<file path="config.mk">
export PLATFORM = sky130hd
export DESIGN_NAME = btn_debouncer
export DESIGN_NICKNAME = d
export VERILOG_FILES = /design/src/rtl/btn_debouncer.sv
export SDC_FILE = /design/constraint.sdc
export NUM_CORES = 1
export LEC_CHECK = 0
export CAP_MARGIN = 20
export CELL_PAD_IN_SITES_DETAIL_PLACEMENT = 0
export CELL_PAD_IN_SITES_GLOBAL_PLACEMENT = 1
export CORE_AREA = 2 2 39 41
export CTS_BUF_LIST = sky130_fd_sc_hd__clkbuf_4
export DETAILED_ROUTE_END_ITERATION = 8
export DIE_AREA = 0 0 41 43
export PLACE_DENSITY_LB_ADDON = 0.15
export SYNTH_ARGS = -nofsm -noshare
export SYNTH_HDL_FRONTEND = slang
export SYNTH_SLANG_ARGS = --single-unit
</file>
<file path="constraint.sdc">
create_clock -name clk -period 1.35 [get_ports clk]
set_input_delay 0.27 -clock clk [delete_from_list [all_inputs] [get_ports clk]]
set_output_delay 0.27 -clock clk [all_outputs]
set_load 0.01 [all_outputs]
</file>
<file path="src/rtl/btn_debouncer.sv">
// btn_debouncer: push-button debouncer sampled by a periodic tick strobe.
// Raw input -> 2-flop synchroniser -> SAMPLES-deep tick-sampled shift register
// -> two-state hysteresis FSM producing a clean level plus press/release pulses.
// Optional long-press detection is compiled in with `define DEBOUNCE_LONGPRESS_EN;
// without it o_long is tied low and no counter logic exists.
module btn_debouncer #(
    parameter int SAMPLES    = 8,
    parameter int LONG_TICKS = 100
) (
    input  logic clk,
    input  logic rst,
    input  logic i_tick,
    input  logic i_btn,
    output logic o_btn,
    output logic o_rise,
    output logic o_fall,
    output logic o_long
);

    typedef enum logic {
        RELEASED = 1'b0,
        PRESSED  = 1'b1
    } state_t;

    // Elaboration-time parameter range checks
    if (SAMPLES < 2 || SAMPLES > 32) begin : g_bad_samples
        $error("btn_debouncer: SAMPLES must be in 2..32");
    end
    if (LONG_TICKS < 1) begin : g_bad_long
        $error("btn_debouncer: LONG_TICKS must be >= 1");
    end

    logic               sync1_q;
    logic               sync2_q;
    logic [SAMPLES-1:0] sr_q;
    logic [SAMPLES-1:0] nxt;
    state_t             state_q;
    state_t             state_d;
    logic               btn_q;
    logic               rise_q;
    logic               rise_d;
    logic               fall_q;
    logic               fall_d;

    // Two-flop synchroniser bringing the asynchronous button into clk
    always_ff @(posedge clk or negedge rst) begin
        if (!rst) begin
            sync1_q <= 1'b0;
            sync2_q <= 1'b0;
        end else begin
            sync1_q <= i_btn;
            sync2_q <= sync1_q;
        end
    end

    // Sample window including the sample taken on the current edge
    always_comb begin
        nxt = {sr_q[SAMPLES-2:0], sync2_q};
    end

    // Shift in one synchronised sample per tick
    always_ff @(posedge clk or negedge rst) begin
        if (!rst) begin
            sr_q <= '0;
        end else if (i_tick) begin
            sr_q <= nxt;
        end
    end

    // Next-state and pulse decode: change state only on a unanimous window
    always_comb begin
        state_d = state_q;
        rise_d  = 1'b0;
        fall_d  = 1'b0;
        case (state_q)
            RELEASED: begin
                if (i_tick && (&nxt)) begin
                    state_d = PRESSED;
                    rise_d  = 1'b1;
                end
            end
            PRESSED: begin
                if (i_tick && !(|nxt)) begin
                    state_d = RELEASED;
                    fall_d  = 1'b1;
                end
            end
            default: begin
                state_d = RELEASED;
            end
        endcase
    end

    // State register plus registered level and edge pulses
    always_ff @(posedge clk or negedge rst) begin
        if (!rst) begin
            state_q <= RELEASED;
            btn_q   <= 1'b0;
            rise_q  <= 1'b0;
            fall_q  <= 1'b0;
        end else begin
            state_q <= state_d;
            btn_q   <= (state_d == PRESSED);
            rise_q  <= rise_d;
            fall_q  <= fall_d;
        end
    end

    assign o_btn  = btn_q;
    assign o_rise = rise_q;
    assign o_fall = fall_q;

`ifdef DEBOUNCE_LONGPRESS_EN
    localparam int CW = $clog2(LONG_TICKS + 1);
    localparam logic [CW-1:0] LONG_MAX = CW'(LONG_TICKS);

    logic [CW-1:0] cnt_q;
    logic [CW-1:0] cnt_d;
    logic          long_q;
    logic          long_d;

    // Saturating hold counter; the release edge wins over a final increment
    always_comb begin
        cnt_d  = cnt_q;
        long_d = 1'b0;
        if (state_q == RELEASED || fall_d) begin
            cnt_d = '0;
        end else if (i_tick && cnt_q != LONG_MAX) begin
            cnt_d  = cnt_q + 1'b1;
            long_d = (cnt_q == LONG_MAX - 1'b1);
        end
    end

    // Long-press counter and pulse registers
    always_ff @(posedge clk or negedge rst) begin
        if (!rst) begin
            cnt_q  <= '0;
            long_q <= 1'b0;
        end else begin
            cnt_q  <= cnt_d;
            long_q <= long_d;
        end
    end

    assign o_long = long_q;
`else
    assign o_long = 1'b0;
`endif

endmodule

</file>
-- Yosys cells after proc, flatten, opt, wreduce, memory -nomap -nowiden
Index checks and enable logic that the tools add are counted.
- reduce and logical (&&, ||, !) cells: 5
- bitwise gates (word level): 1
- mux-type cells: 6
- operators by type and width (cell ; number):
    $reduce_and A8 Y1 ; 1
    $reduce_or A8 Y1 ; 1
    $mux W1 ; 5
    $logic_and A1 B1 Y1 ; 2
    $pmux W1 S2 ; 1
    $logic_not A1 Y1 ; 1
    $not A1 Y1 ; 1
- output and inout port bits: 4
- flip-flop bits (word level): 12
- word-level logic and storage cells: 18
- input port bits: 4

-- Depth between registers and ports, before layout
- depth in word-level cells: 5
- mapped depth: 4
- gate-level depth less buffers: 3

-- Least setup slack after synthesis
OpenSTA, ideal clock, no wires.
- kind: reg2reg
- start point: reg sr_q[0]
- end point: reg btn_q, in the netlist o_btn
- setup time: 0.118 ns
- data required time: 1.232 ns
- arrival time: 0.941 ns
- buffers on the path: 0
- period minus slack after synthesis: 1.059 ns
- cell stages (with the launch flop): 4
- path slack: 0.291 ns
- cell sequence: dfrtp_1 nor4_2 nand4_1 a21o_1
- cells in the longest elaborated chain, start to end: 5
- elaborated cells between the ends (all ways): 8
- those cells by class: mux (3); reduce/logical (5)
- RTL lines (element ; RTL line ; RTL):
    start: declaration ; 35 ; logic [SAMPLES-1:0] sr_q;
    start signal: assignment ; 66 ; sr_q <= nxt;
    $reduce_or A8 Y1 ; 83 ; if (i_tick && !(|nxt)) begin
    $logic_not A1 Y1 ; 83 ;
    $logic_and A1 B1 Y1 ; 83 ;
    $mux W1 ; 83 ;
    $pmux W1 S2 * ; 75 ; case (state_q)
    via state_d ; 38 ; state_t state_d;
    end signal: assignment ; 103 ; btn_q <= (state_d == PRESSED);
    end: declaration ; 39 ; logic btn_q;
The timed path passes the listed nets; every way through them passes the cells marked *.
A chain may end at the register's enable or synchronous reset.

-- Worst setup path after layout
- start point: reg btn_q, in the netlist o_btn
- end point: out o_btn
- RTL lines (element ; RTL line ; RTL):
    end: declaration ; 14 ; output logic o_btn,
No word-level cell between the ends.

==> results.py <==
metrics = {
    "pwr": {
        "p_leak_nw": 0.266,
        "switchingPower_w": 0.000198,
        "p_comb_frac": 0.134,
        "pwr-share-seq": 0.587,
        "netSwitchingFraction": 0.255,
        "cellPowerDensity_nw_per_um2": 1360,
        "p_int_w": 0.000581,
        "finalPower_w": 0.000779,
        "peakVddDrop_v": 0.000481,
        "clkPwrFrac": 0.279,
    },
    "cells_and_area": {
        "regArea_sq_um": 300,
        "n_fill_cell": 134,
        "instances_no_fill": 60,
        "drive_gt1_frac": 0.318,
        "multi_input_area_sq_um": 140,
        "area_growth_pct": 23.8,
        "diodes": 0,
        "nets": 49,
    },
    "drt": {
        "via_per_inst": 4.88,
        "drtIter0Drc": 1,
        "wl_per_cell_um": 11.5,
        "vias": 293,
        "first_pass_iters": 2,
        "drcViolationCount": 0,
        "postRouteAntennaNets": 0,
        "wl_um": 689,
    },
    "timing": {
        "timing.final.crit_share": 0.903,
        "holdWs_ns": 0.292,
        "drv_slew": 0,
        "clock.fmax_mhz": 821,
        "rsz0062_at_grt": "no",
        "fin_crit_ns": 1.22,
        "fin_skew_ns": 0.00554,
        "hold_viol": 0,
        "setup_tns_ns": 0,
        "setup_viol": 0,
    },
    "worst_setup_path": {
        "r2r_slack_ns": 0.20,
        "critPathTopFamily": "flip-flops",
        "crit_required_ns": 1.08,
        "r2r_end": "o_btn$_DFF_PN0_",
        "criticalPathCategory": "flop to output port",
        "endpoint_kind": "output port",
        "path_max_fanout": 2,
        "critPathArrivalTime_ns": 0.95,
        "cpMaxStageDelayCell": "dfrtp_1",
        "worst-path-buf-inv": 1,
        "path_cells": "dlygate4sd2_1",
        "cpPeakStageDelay_ns": 0.39,
        "cp-start-kind": "flop",
        "r2r-start": "sr_q[0]$_DFFE_PN0P_",
        "ff2ff_path_depth": 3,
    },
    "outcome": {
        "status": "completed",
    },
    "cts": {
        "cts.sinks": 12,
        "cts_max_path_buffers": 2,
        "cts-buffers-inserted": 3,
        "htreeDepth": 1,
        "insertion_delay_ns": 0.27,
        "postCtsHoldBufs": 0,
        "path_clk_slew_ns": 0.07,
        "clock-root-buffer": "clkbuf_4",
        "cts_tree": "yes",
    },
    "floorplan": {
        "die_y_um": 43,
        "std_cell_rows": 14,
        "die_x_um": 41,
        "coreArea_sq_um": 1380,
        "io_pins": 8,
        "die_area_sq_um": 1760,
        "initial_utilization": 0.335,
    },
    "synthesis": {
        "synth_area_sq_um": 463,
        "synthArstFlopShare": 1.00,
        "synth_area_leader_cell": "dfrtp_1",
        "synth.area.top_cells": "dfrtp_1 (65%), mux2_2 (15%), buf_4 (3.2%)",
        "yosys_warnings": 0,
        "netlist-cell-type-count": 14,
        "synth-seq-area-share": 0.649,
        "synth_enable_flop_cells": 0,
        "synthFlopType": "dfrtp_1",
        "synth_top_area_frac": 0.649,
        "synthesis.instances": 33,
        "synth_nets": 37,
        "synth-seq-cells": 12,
        "synth_common_cells": "dfrtp_1 (12), mux2_2 (6), buf_4 (2), inv_1 (2), nand4_1 (2)",
        "yosysMostFrequentCell": "dfrtp_1",
        "syn_area_per_cell_sq_um": 14.0,
    },
    "grt": {
        "grt_pass1_wl_um": 1230,
        "grt_pass1_vias": 298,
        "grt_max_degree": 13,
        "grt_antenna_before_repair": 0,
        "grt_overflow": 0,
        "track_usage": 0.112,
    },
    "placement": {
        "dp_cells": 55,
        "gp_congestion": 0.708,
        "port_buffers": 6,
    },
    "run": {
        "drv_cap": 0,
    },
    "worst_hold_path": {
        "hold_class": "input pin to asynchronous set/reset pin",
    },
}
==> routing by layer <==
layer	share of wire	GRT usage	vias up
li1	-	-	133
met1	0.44	0.127	152
met2	0.51	0.150	6
met3	0.044	0.0471	2
met4	0.0058	0.100	0
met5	0	0	-
==> cells in the final DEF (no fill, tap or decap), types with 2 or more instances in the layout <==
| cell type | netlist | routed |
|---|---|---|
| dfrtp_1 | 12 | 12 |
| mux2_2 | 6 | 6 |
| clkbuf_4 | 0 | 3 |
| clkdlybuf4s50_1 | 0 | 3 |
| dlygate4sd2_1 | 0 | 3 |
| buf_4 | 2 | 3 |
| inv_1 | 2 | 2 |
| nand4_1 | 2 | 2 |
==> sequential cells by signal, indices dropped and copies added, names as in the netlist <==
signal	cells
o_rise	1
o_fall	1
sync1_q	1
o_btn	1
sr_q	7
sync2_q	1
==> worst max-delay path by stage <==
stage | from | end | slack, ns | cells after the start
after CTS | o_btn$_DFF_PN0_ | o_btn | 0.12 | 1
after detailed placement | i_tick | o_btn$_DFF_PN0_ | 0.0009 | 5
final | o_btn$_DFF_PN0_ | o_btn | 0.13 | 1
after floorplan | sr_q[0]$_DFFE_PN0P_ | o_btn$_DFF_PN0_ | 0.29 | 3
after global placement | i_tick | o_btn$_DFF_PN0_ | 0.008 | 5
after global routing | o_btn$_DFF_PN0_ | o_btn | 0.08 | 1
==> cell families after synthesis <==
| kind of cell | Yosys count | share of synthesized area |
|---|---|---|
| compound gates | 2 | 0.0270 |
| flops | 12 | 0.649 |
| buf+inv | 4 | 0.0486 |
| mux | 6 | 0.146 |
| simple gates | 8 | 0.122 |
| other cells | 1 | 0.00810 |
==> metrics by stage <==
stage                     worst slack (ns)  area [sq um]   util
after floorplan                      0.291           463      -
after global placement             0.00848           543  0.392
after detailed placement          0.000872           543  0.392
after CTS                            0.116           573  0.414
after global routing                0.0776           573  0.414
final                                0.131           573  0.414
==> power by group through the flow <==
stage | Combinational [W] | Clock (W) | Sequential, W
finish | 0.000105 | 0.000217 | 0.000457
global route | 0.000118 | 0.000243 | 0.000464
CTS | 0.000107 | 0.000229 | 0.000456
detailed placement | 0.000102 | 0 | 0.000465
global placement | 0.0000980 | 0 | 0.000464
floorplan | 0.0000698 | 0 | 0.000454
==> cell type report <==
type,instances,area share
Sequential cell,12,0.524
Timing Repair Buffer,9,0.138
Clock buffer,3,0.0393
Inverter,2,0.0131
Clock inverter,1,0.00655
Tap cell,16,0.0349
Multi-Input combinational cell,17,0.245
==> timing repair <==
item / CTS / global route
setup buffers: 1 / 0
endpoints found under the setup margin: 3 / 0
resized for setup: 3 / 0
Power figures use the tool's default switching activity.
